$ cat config.mk
export PLATFORM = sky130hd
export DESIGN_NAME = uart_tx_fifo
export DESIGN_NICKNAME = d
export VERILOG_FILES = /design/src/rtl/uart_tx_fifo.sv
export SDC_FILE = /design/constraint.sdc
export NUM_CORES = 1
export LEC_CHECK = 0
export ABC_AREA = 1
export CORE_AREA = 3 3 110 112
export CTS_BUF_LIST = sky130_fd_sc_hd__clkbuf_4
export CTS_CLUSTER_SIZE = 30
export DETAILED_ROUTE_END_ITERATION = 8
export DIE_AREA = 0 0 113 115
export GPL_ROUTABILITY_DRIVEN = 0
export PLACE_DENSITY = 0.78
export SYNTH_ARGS = -nofsm -noshare
export SYNTH_HDL_FRONTEND = slang
export SYNTH_SLANG_ARGS = --single-unit
$ cat constraint.sdc
create_clock -name clk -period 3.1 [get_ports clk]
set_clock_uncertainty 0.05 [all_clocks]
set_input_delay 0.62 -clock clk [delete_from_list [all_inputs] [get_ports clk]]
set_output_delay 0.62 -clock clk [all_outputs]
set_load 0.05 [all_outputs]
$ cat src/rtl/uart_tx_fifo.sv
// Transmit FIFO plus feeder FSM that chains UART frames back-to-back.
// Define UART_TX_FIFO_OVF_EN to build the sticky write-overflow flag.
module uart_tx_fifo #(
    parameter int N          = 8,
    parameter int DEPTH_LOG2 = 4
) (
    input  logic                  clk,
    input  logic                  rst,
    input  logic                  wr_en,
    input  logic [N-1:0]          wr_data,
    output logic                  full,
    output logic                  empty,
    output logic [DEPTH_LOG2:0]   level,
    output logic                  ovf,
    input  logic                  ovf_clr,
    output logic                  tx_start,
    output logic [N-1:0]          tx_data,
    input  logic                  tx_ready
);

    localparam int DEPTH = 1 << DEPTH_LOG2;
    localparam logic [DEPTH_LOG2:0] LVL_FULL = {1'b1, {DEPTH_LOG2{1'b0}}};
    localparam logic [DEPTH_LOG2:0] LVL_ZERO = '0;

    typedef enum logic [2:0] {
        S_IDLE,
        S_LAUNCH,
        S_WAIT_RDY,
        S_CHAIN,
        S_DRAIN
    } state_t;

    state_t                state;
    state_t                state_next;
    logic [N-1:0]          mem [DEPTH];
    logic [DEPTH_LOG2-1:0] wr_ptr;
    logic [DEPTH_LOG2-1:0] rd_ptr;
    logic                  wr_acc;
    logic                  pop;

    assign full   = (level == LVL_FULL);
    assign empty  = (level == LVL_ZERO);
    assign wr_acc = wr_en && !full;

    always_ff @(posedge clk) begin
        if (wr_acc) begin
            mem[wr_ptr] <= wr_data;
        end
    end

    always_ff @(posedge clk) begin
        if (rst) begin
            wr_ptr  <= '0;
            rd_ptr  <= '0;
            level   <= '0;
            tx_data <= '0;
        end else begin
            if (wr_acc) begin
                wr_ptr <= wr_ptr + 1'b1;
            end
            if (pop) begin
                rd_ptr  <= rd_ptr + 1'b1;
                tx_data <= mem[rd_ptr];
            end
            unique case ({wr_acc, pop})
                2'b10:   level <= level + 1'b1;
                2'b01:   level <= level - 1'b1;
                default: level <= level;
            endcase
        end
    end

    always_ff @(posedge clk) begin
        if (rst) begin
            state <= S_IDLE;
        end else begin
            state <= state_next;
        end
    end

    // Start in CHAIN follows ready so it drops the cycle the transmitter takes it.
    always_comb begin
        state_next = state;
        pop        = 1'b0;
        tx_start   = 1'b0;
        unique case (state)
            S_IDLE: begin
                if (!empty) begin
                    pop        = 1'b1;
                    state_next = S_LAUNCH;
                end
            end
            S_LAUNCH: begin
                tx_start   = 1'b1;
                state_next = S_WAIT_RDY;
            end
            S_WAIT_RDY: begin
                if (tx_ready) begin
                    if (!empty) begin
                        pop        = 1'b1;
                        state_next = S_CHAIN;
                    end else begin
                        state_next = S_DRAIN;
                    end
                end
            end
            S_CHAIN: begin
                if (tx_ready) begin
                    tx_start = 1'b1;
                end else begin
                    state_next = S_WAIT_RDY;
                end
            end
            S_DRAIN: begin
                if (!tx_ready) begin
                    state_next = S_IDLE;
                end
            end
            default: begin
                state_next = S_IDLE;
            end
        endcase
    end

`ifdef UART_TX_FIFO_OVF_EN
    always_ff @(posedge clk) begin
        if (rst) begin
            ovf <= 1'b0;
        end else if (wr_en && full) begin
            ovf <= 1'b1;
        end else if (ovf_clr) begin
            ovf <= 1'b0;
        end
    end
`else
    logic unused_ovf_clr;
    assign unused_ovf_clr = ovf_clr;
    assign ovf            = 1'b0;
`endif

endmodule

==> impl_metrics.yaml <==
yosys:
  ys_warn_count: 0
  async_flop_share: 0
  ys_ff_latch: 152
  yosysSeqAreaShare: 0.644
  synth-edff-count: 128
  synth_flop_cell: "edfxtp_1"
  synth_cell_type_count: 23
  synthesis.nets: 716
  avgSynthCellArea_sq_um: 9.70
  synthCells: 693
  synthesis.area_sq_um: 6720
sta:
  setup_tns_ps: 0
  grt_setup_unrepaired: "false"
  finalCritPeriodShare: 0.927
  finalHoldViolCount: 0
  setup_viol: 0
  slew_headroom: 0.195
  fmax_mhz: 348
  worstMarginPinSlew_ps: 1210
  post-route-min-period_ps: 2870
  finalMaxSlewViolations: 0
floorplanning:
  start_util: 0.594
  coreArea_sq_um: 11300
  die_w_um: 113
  die_area_sq_um: 13000
  io_pins: 30
  num_rows: 39
  die_y_um: 115
setup_path:
  path_class: "reg -> out"
  arrival_ps: 2200
  r2r-end: "level[4]"
  rr_worst_depth: 11
  end_kind: "output pin"
  crit_path_max_fanout: 5
  r2r_slack_ps: 820
  critical_path_required_ps: 2430
  reg2reg_from: "level[1]"
  start_kind: "flip-flop"
clocking:
  clock_path_buffers: 2
  cts.htree.levels: 4
  path_clk_slew_ps: 110
  insertion_delay_ps: 560
  cts_setup_buffers: 0
  cts_buffers: 17
  clockRootBuffer: "clkbuf_4"
  cts.sinks: 152
  cts_resized: 0
  cts_tree: "built"
  holdBufCountCts: 0
detailed_routing:
  drc: 0
  wire_per_inst_um: 15.8
  drtIter0Drc: 436
  via_per_inst: 5.30
  dr.pass1.iters: 5
  ant_nets: 0
  vias: 4677
  drt_wl_total_mm: 13.9
grt:
  grt_usage: 0.229
  first_global_vias: 4471
  grt_antenna_before_repair: 1
  overflow: 0
  grt_pass1_wl_mm: 22.3
  grt_max_degree: 67
cells_and_area:
  finalInstanceArea_sq_um: 7350
  n_fill_cell: 901
  layout-drive-gt1-share: 0.0745
  syn_to_final_growth_pct: 9.44
  most-common-layout-cells: "nand2_1, edfxtp_1, nand3_1"
  final_common_cell: "nand2_1"
  fin_nets: 748
placed_design:
  dp.final_hpwl_mm: 8.97
  dpl_cell_area_sq_um: 7120
  placement.io_buffers: 27
power_and_ir_drop:
  sw_frac_of_total: 0.395
  p_clk_frac: 0.186
  ir_drop_mv: 0.579
  p_sw_mw: 2.17
  intPower_mw: 3.32
  p_comb_frac: 0.373
  p_leak_nw: 3.13
  power_frac_seq: 0.441
  powerDensity_nw_per_um2: 748
worst_hold_path:
  whs_endpoint: "state[1]"
  min_from: "state[1]"
  hp-class: "reg -> reg"
  hold_depth: 2
job:
  drv_cap: 0
outcome:
  outcome: "finished, final reports clean"
==> metal layers <==
| layer | GRT usage | vias to the layer above | part of all wire |
|---|---|---|---|
| li1 | - | 2299 | - |
| met1 | 0.287 | 2196 | 0.41 |
| met2 | 0.378 | 157 | 0.49 |
| met3 | 0.0600 | 25 | 0.077 |
| met4 | 0.101 | 0 | 0.020 |
| met5 | 0 | - | 0 |
==> worst max-delay path by stage <==
stage	startpoint	slack, ps	cells past startpoint	to
global route	level[1]	80	4	empty
floorplan	level[0]	580	12	level[3]
finish	level[1]	230	4	empty
detailed placement	tx_ready	300	12	level[3]
CTS	level[1]	180	4	empty
global placement	tx_ready	290	12	level[3]
==> cell usage after synthesis, drive strengths merged, types with 4 or more instances <==
| master | count | area [sq um] |
|---|---|---|
| inv | 95 | 357 |
| nand3 | 96 | 480 |
| buf | 27 | 170 |
| nor2 | 45 | 169 |
| nand2 | 228 | 861 |
| o21ai | 8 | 40.0 |
| a21oi | 16 | 80.1 |
| ha | 9 | 113 |
| dfxtp | 24 | 480 |
| edfxtp | 128 | 3840 |
| xor2 | 4 | 35.0 |
==> worst max-delay path, stage by stage, from the launching register on <==
cell and delay, ps:
dfxtp_1 390, nor2_1 170, nand4_2 180, inv_1 130
clkdlybuf4s50_1 800
==> power by group through the flow <==
stage	clock network [mW]	registers, mW	logic, mW
after global placement	0	2.46	1.99
after floorplan	0	2.66	1.36
after detailed placement	0	2.47	2.04
after CTS	1.04	2.42	2.05
final	1.02	2.43	2.05
after global routing	1.13	2.44	2.29
==> cells by family after synthesis <==
kind of cell	after synthesis	share of synthesized area
compound gates	24	0.0179
xor+xnor	6	0.00782
fa+ha+maj	10	0.0197
buf+inv	127	0.0812
flops	152	0.644
other cells	1	0.000558
simple gates	373	0.229
==> layout make-up <==
class	instances	area, sq um	area share
Sequential cell	152	4330	0.588
Multi-Input combinational cell	414	1850	0.251
Timing Repair Buffer	43	400	0.0544
Inverter	97	364	0.0495
Tap cell	143	179	0.0243
Clock buffer	20	150	0.0204
Clock inverter	12	82.6	0.0112
Antenna cell	1	2.50	0.000340
==> state kept, by name, summed over array words and instances, names as in the netlist <==
register and cells:
tx_data 8, mem 128, level 5, rd_ptr 4, wr_ptr 4, state 3
==> per-stage QoR <==
step / util / setup slack (ps) / std cells / hold slack, ps / power [mW]
after global placement: 0.629 / 286 / 849 / 425 / 4.45
after floorplan: - / 575 / 693 / 409 / 4.02
after global routing: 0.650 / 76.8 / 882 / 509 / 5.86
after CTS: 0.649 / 182 / 881 / 456 / 5.52
final: 0.650 / 226 / 882 / 457 / 5.50
after detailed placement: 0.629 / 296 / 849 / 437 / 4.52
No activity file was read; power rests on OpenSTA's default activity.
